===== src/rtl/scratch_ram.sv =====
// Block-RAM responder for the 16-bit four-phase req/ack memory port, with programmable
// wait states, byte-lane writes and a saturating out-of-range access counter.
module scratch_ram #(
  parameter int unsigned DEPTH_LOG2  = 8,
  parameter int unsigned WAIT_STATES = 0,
  parameter int unsigned ADR_W       = 18
) (
  input  logic             clk,
  input  logic             rst,
  input  logic [ADR_W-1:0] a_adr,
  input  logic             a_req,
  output logic             a_ack,
  input  logic             a_write,
  input  logic [1:0]       a_sel,
  output logic [15:0]      a_rdata,
  input  logic [15:0]      a_wdata,
  output logic [7:0]       oob_count
);

  localparam int unsigned Depth = 2 ** DEPTH_LOG2;

  typedef enum logic [1:0] {StIdle, StAccess, StDone} state_e;

  state_e           state_q, state_d;
  logic [3:0]       cnt_q, cnt_d;
  logic [ADR_W-1:0] adr_q;
  logic             write_q;
  logic [1:0]       sel_q;
  logic [15:0]      wdata_q;
  logic             ack_q, ack_d;
  logic [15:0]      rdata_q, rdata_d;
  logic [7:0]       oob_q, oob_d;

  logic [15:0]           mem [Depth];
  logic                  accept, commit, in_range, mem_we;
  logic [DEPTH_LOG2-1:0] idx;
  logic [15:0]           lane_mask;

  assign accept    = (state_q == StIdle) && a_req;
  assign commit    = (state_q == StAccess) && (cnt_q == 4'(WAIT_STATES));
  assign in_range  = (adr_q >> DEPTH_LOG2) == '0;
  assign idx       = adr_q[DEPTH_LOG2-1:0];
  assign lane_mask = {{8{sel_q[1]}}, {8{sel_q[0]}}};
  // A reset landing on the commit edge discards the pending write.
  assign mem_we    = commit && write_q && in_range && !rst;

  always_ff @(posedge clk) begin
    if (rst) begin
      state_q <= StIdle;
      cnt_q   <= '0;
      ack_q   <= 1'b0;
      rdata_q <= '0;
      oob_q   <= '0;
      adr_q   <= '0;
      write_q <= 1'b0;
      sel_q   <= '0;
      wdata_q <= '0;
    end else begin
      state_q <= state_d;
      cnt_q   <= cnt_d;
      ack_q   <= ack_d;
      rdata_q <= rdata_d;
      oob_q   <= oob_d;
      if (accept) begin
        adr_q   <= a_adr;
        write_q <= a_write;
        sel_q   <= a_sel;
        wdata_q <= a_wdata;
      end
    end
  end

  always_comb begin
    state_d = state_q;
    cnt_d   = cnt_q;
    unique case (state_q)
      StIdle: begin
        if (a_req) begin
          state_d = StAccess;
          cnt_d   = '0;
        end
      end
      StAccess: begin
        if (commit) state_d = StDone;
        else        cnt_d   = cnt_q + 4'd1;
      end
      StDone: begin
        if (!a_req) state_d = StIdle;
      end
      default: state_d = StIdle;
    endcase
  end

  always_comb begin
    ack_d   = 1'b0;
    rdata_d = rdata_q;
    oob_d   = oob_q;
    unique case (state_q)
      StAccess: ack_d = commit;
      StDone:   ack_d = a_req;
      default:  ack_d = 1'b0;
    endcase
    if (commit && !write_q) begin
      rdata_d = in_range ? (mem[idx] & lane_mask) : 16'hFFFF;
    end
    if (commit && !in_range && (oob_q != 8'hFF)) begin
      oob_d = oob_q + 8'd1;
    end
  end

  // Storage has no reset so it maps onto block RAM.
  always_ff @(posedge clk) begin
    if (mem_we) begin
      if (sel_q[0]) mem[idx][7:0]  <= wdata_q[7:0];
      if (sel_q[1]) mem[idx][15:8] <= wdata_q[15:8];
    end
  end

  assign a_ack     = ack_q;
  assign a_rdata   = rdata_q;
  assign oob_count = oob_q;

endmodule

===== config.mk =====
export PLATFORM = sky130hd
export DESIGN_NAME = scratch_ram
export DESIGN_NICKNAME = d
export VERILOG_FILES = /design/src/rtl/scratch_ram.sv
export SDC_FILE = /design/constraint.sdc
export NUM_CORES = 2
export LEC_CHECK = 0
export CAP_MARGIN = 5
export CORE_UTILIZATION = 45
export CTS_BUF_LIST = sky130_fd_sc_hd__clkbuf_4
export DETAILED_ROUTE_END_ITERATION = 8
export PLACE_DENSITY = 0.59
export SLEW_MARGIN = 20
export SYNTH_ARGS = -nofsm -noshare
export SYNTH_HDL_FRONTEND = slang
export SYNTH_SLANG_ARGS = --single-unit

===== constraint.sdc =====
create_clock -name clk -period 6.22 [get_ports clk]
set_clock_uncertainty 0.1 [all_clocks]
set_input_delay 0.933 -clock clk [delete_from_list [all_inputs] [get_ports clk]]
set_output_delay 0.933 -clock clk [all_outputs]
set_load 0.03 [all_outputs]

# == Word level (Yosys, flattened, before mapping) ==
# Memories as Yosys holds them, arrays and structs flattened. A register that Yosys moved wholly into a read port is not among the register bits.
# Index checks and enable logic that the tools add are counted.
# totals
register_bits,68
ram_bits,4096
in_bits,40
out_inout_bits,25
wordCells,54
mem_count,1
# memory_table
memory,words,width,read_ports,rd_ports_with_merged_regs,write_ports,line,rtl
mem,256,16,1,1,1,34,logic [15:0] mem [Depth];
# classes
addsub,2
n_eq_ne,7
n_mux,17
bitwise_logic,1
reduce_logical,17
# op_table
op,count
18-bit zero test,1
16-bit AND,1
16-bit 2-to-1 mux,1
8-bit 2-to-1 mux,2
"8-bit by 1-bit adder with 8-bit output, second input constant",1
1-bit logical AND,8
4-bit 2-to-1 mux,2
"2-bit != test, second input constant",4
"8-bit != test, second input constant",1
4-bit one-hot mux with 2 select lines,1
1-bit 2-to-1 mux,6
2-bit 2-to-1 mux,3
2-bit one-hot mux with 3 select lines,1
3-bit AND reduction,2
"4-bit by 1-bit adder with 4-bit output, second input constant",1
4-bit zero test,1
1-bit zero test,3
"2-bit by 1-bit equality test with 1-bit output, second input constant",1
"2-bit equality test, second input constant",1
2-bit zero test,1
1-bit one-hot mux with 2 select lines,1
2-bit nonzero test,1

# == Longest topological paths before layout ==
# depth
ltp_word,7
depth_mapped,13
ltp_nobuf,9

# == Least setup slack after synthesis ==
# No wires, ideal clock.
# synth_timing
path_type,register -> register
from,register wdata_q[0]
to,"memory mem[0][0], data pin"
setup_time_ns,0.856
arrival_ns,3.397
path_slack_ns,1.867
stages_incl_launch_ff,1
n_path_buf,0
synth_period_minus_slack_ns,4.353
path_cell_list,dfxtp_1
# synth_rtl
element,line,rtl
from (decl),29,logic [15:0] wdata_q;
from (signal assigned),68,wdata_q <= a_wdata;
to (decl),34,
# No word-level cell before the write port.

# == Worst setup path after layout ==
# layout_timing
from,register state_q[1]
to,"memory mem[87][3], enable pin"
# layout_via
elab_chain_cells,7
# layout_rtl
element,line,rtl
from (decl),24,"state_e state_q, state_d;"
from (signal assigned),49,state_q <= StIdle;
from (signal assigned),59,state_q <= state_d;
2-bit by 1-bit equality test with 1-bit output,40,assign commit = (state_q == StAccess) && (cnt_q == 4'(WAIT_STATES));
1-bit logical AND,40,
1-bit logical AND (3 in a row),45,assign mem_we = commit && write_q && in_range && !rst;
1-bit 2-to-1 mux,113,if (mem_we) begin
1-bit 2-to-1 mux (implied by the code),114,if (sel_q[0]) mem[idx][7:0] <= wdata_q[7:0];
# No other way between the ends.

==> flow_summary.yaml <==
synth:
  synthesis.yosys.warnings: 0
  synth_top_cells_by_area: "sky130_fd_sc_hd__edfxtp_1 75%, sky130_fd_sc_hd__mux4_2 11%, sky130_fd_sc_hd__mux2i_1 3.2%"
  syn_area_per_cell_um2: 20.6
  synth_area_um2: 163000
  synth_most_common_cell: "sky130_fd_sc_hd__edfxtp_1"
  synth_edf_count: 4096
  most_used_standard_cells_in_the_synthesized_netlist: "4096 x sky130_fd_sc_hd__edfxtp_1, 832 x sky130_fd_sc_hd__mux4_2, 609 x sky130_fd_sc_hd__nor2_1"
  postSynthRegisterBits: 4172
  yosys.cell_types.count: 91
  mappedNetlistNets: 7974
  yosys.area.top_type_share: 0.754
  synthDominantAreaCellType: "sky130_fd_sc_hd__edfxtp_1"
  syn_inst: 7927
  synth_seq_area_share: 0.763
  yosys_most_used_dff: "sky130_fd_sc_hd__edfxtp_1"
  synth_async_sr_flop_share: 0
hold_path:
  worst_hold_path.num_cells: 4
  hold-path-endpoint: "wdata_q[3]"
  worst_hold_path_type: "primary input to flop"
  worstHoldStart: "a_wdata[3]"
setup_path:
  crit_path_max_fanout: 16
  timing.critical_path.arrival_ns: 5.84
  critical_path.endpoint_type: "flop"
  reg2reg_from: "state_q[1]"
  reg2reg_slack_ns: 1.45
  timing.critical_path.cells: "inv_1, ha_1, nand4bb_1, nor4b_2, and2_2, buf_4, nand3_1, nor2_1"
  crit_path_start_kind: "flop"
  crit_required_ns: 7.29
  timing.rr.end: "mem[87][3]"
  cp_slowest_stage_delay_ns: 0.87
  path_class: "flop to flop"
  timing.critical_path.slowest_stage_cell: "sky130_fd_sc_hd__nor2_1"
  reg2reg_depth: 8
job:
  timing.max_cap.violations: 0
timing:
  relSlewSlack: 0.147
  tightest_slew_ns: 1.28
  post-route-period-util: 0.767
  timing.final.max_slew_violations: 0
  fmax_ghz: 0.210
  finalHoldViolCount: 0
  worst_hold_check_slack_ns: 0.300
  unrepaired_setup_endpoints_after_global_routing: "false"
  worst_slack_ns: 1.45
  timing.final.setup_violations: 0
  setup-tns-final_ns: 0
  finalCriticalPeriod_ns: 4.77
layout:
  area_growth_from_synthesis_to_final_layout_pct: 11.9
  number_of_fillers_in_the_final_layout: 29042
  area.sequential_um2: 125000
  num-nets-final: 8977
  layout-drive-gt1-share: 0.294
  multiInputGateArea_um2: 35100
  final_cell_count_no_fill: 14396
global_routing:
  grt_start_max_net_pins: 197
  gr-usage-met2: 0.402
  groute.usage.overall: 0.260
  grt_most_used_layer: "met2"
  grt_pass1_wl_um: 664000
  vias_in_the_first_global_route: 88920
  groute.layer.met3.usage: 0.0576
  initial_antenna_violation_count: 33
  globalRouteMet1Util: 0.352
  globalRoute.totalOverflow: 0
floorplan:
  boundaryPins: 65
  floorplan.rows: 220
  floorplan.initialDensity: 0.453
  die_height_um: 604
  die_width_um: 604
  core_region_area_um2: 360000
  dieArea_um2: 365000
drt:
  wire_length_per_cell_um: 32.8
  detail-route-antenna-nets: 0
  finalWirelength_um: 473000
  drt-pass1-iter-count: 5
  routed_via_density: 6.07
  routed_via_count: 87375
  remaining_drc_errors: 0
  drt_iter0_drc: 10946
status:
  status: "finished, final reports clean"
place:
  port-buffer-count: 64
  dp_slack_ns: 1.58
  hpwlAfterDp_um: 285000
  finalWeightedCongestion: 0.856
  placed_cells: 12522
pwr:
  power_per_cell_area_nw_per_um2: 361
  report.power.total_mw: 65.9
  vdd_ir_drop_max_mv: 0.223
  p_leak_nw: 56.8
clock_network:
  clock_latency_ns: 1.64
  clock_sink_count: 4172
  htreeDepth: 7
  tritoncts.num_buffers: 1120
  clock_tree.buffer_depth: 5
  cts_tree: "built"
  clock-root-buffer: "sky130_fd_sc_hd__clkbuf_4"
  clkTransAtPathRegs_ns: 0.06
## layout by cell type (no fill, tap or decap), drive strengths merged, types with 11 or more instances in the layout
master / synthesis / layout
nor2b: 23 / 23
mux2i: 527 / 527
nand3: 62 / 62
clkinv: 0 / 192
nand2: 239 / 239
nor2: 609 / 609
mux4: 859 / 859
mux2: 16 / 16
o21ai: 84 / 84
nand2b: 15 / 15
a22oi: 24 / 24
a211o: 15 / 15
o221ai: 111 / 111
a31oi: 16 / 16
diode: 0 / 19
dfxtp: 76 / 76
o211ai: 11 / 11
o22ai: 175 / 175
edfxtp: 4096 / 4096
bufinv: 0 / 19
clkdlybuf4s50: 0 / 63
nor4: 18 / 18
a211oi: 41 / 41
nand4: 21 / 21
buf: 316 / 247
clkbuf: 172 / 1561
or3: 11 / 11
inv: 12 / 36
a2111oi: 34 / 34
dlygate4sd3: 0 / 59
a221oi: 28 / 28
a21oi: 146 / 146
nor3: 38 / 38
## flip-flops by register name (all words and copies together) (netlist names), named ones only
name	flops
sel_q	2
oob_count	8
write_q	1
wdata_q	16
state_q	2
adr_q	18
a_ack	1
a_rdata	16
cnt_q	4
mem	4096
## per-stage QoR
stage,util,instance area [um^2]
6_report,0.507,183000
5_1_grt,0.507,183000
4_1_cts,0.507,182000
3_5_place_dp,0.469,169000
3_3_place_gp,0.469,169000
2_1_floorplan,-,163000
## layout make-up
class / instances / share of cell area
timing repair buffer: 369 / 0.0196
multi-input combinational: 3255 / 0.192
sequential: 4172 / 0.683
clock inverter: 235 / 0.00788
clock buffer: 1561 / 0.0642
antenna: 19 / 0.000260
tap: 4773 / 0.0327
inverter: 12 / 0.000302
## worst max-delay path by stage
stage / from / endpoint / depth (start not counted)
after floorplan: wdata_q[0] / mem[0][0] / 0
after global placement: state_q[1] / mem[92][1] / 8
after detailed placement: state_q[1] / mem[87][4] / 8
after CTS: state_q[1] / mem[87][3] / 8
after global routing: state_q[1] / mem[87][1] / 8
final: state_q[1] / mem[87][3] / 8
## worst max-delay path: cells and delay by family, from the launching register on
family	cells	cell delay, ns
adder cells (fa/ha/maj)	1	0.29
AND/OR/NAND/NOR	5	3.16
flip-flops	1	0.33
buffers and inverters	2	0.40
## metal layers
layer | routed length, um | vias to the layer above
met5 | 96 | -
met4 | 19600 | 14
met3 | 44300 | 909
met2 | 224000 | 4951
met1 | 185000 | 45911
li1 | - | 35590
## power by group
group	total, mW	internal [mW]	switching, mW
clock	23.2	12.3	10.9
combinational	10.0	3.25	6.76
sequential	32.7	32.0	0.686
## repair_timing
action,CTS,global route
endpoints found under the setup margin,0,0
hold buffers,59,0
gates resized for setup,0,0
buffers inserted,0,0
endpoints found under the hold margin,65,0
## kinds of logic (layout without fill, tap and decap cells)
kind of cell	after synthesis	after routing	synth area share
DFF	4172	4172	0.763
muxes	1402	1402	0.153
xor gates and xnor gates	9	9	0.000483
other	0	19	0
AOI/OAI and AO/OA	757	757	0.0322
buffers and inverters	500	2177	0.0225
adders and majority gates	7	7	0.000537
and+or+nand+nor	1080	1080	0.0281
(Power assumes the default switching activity.)
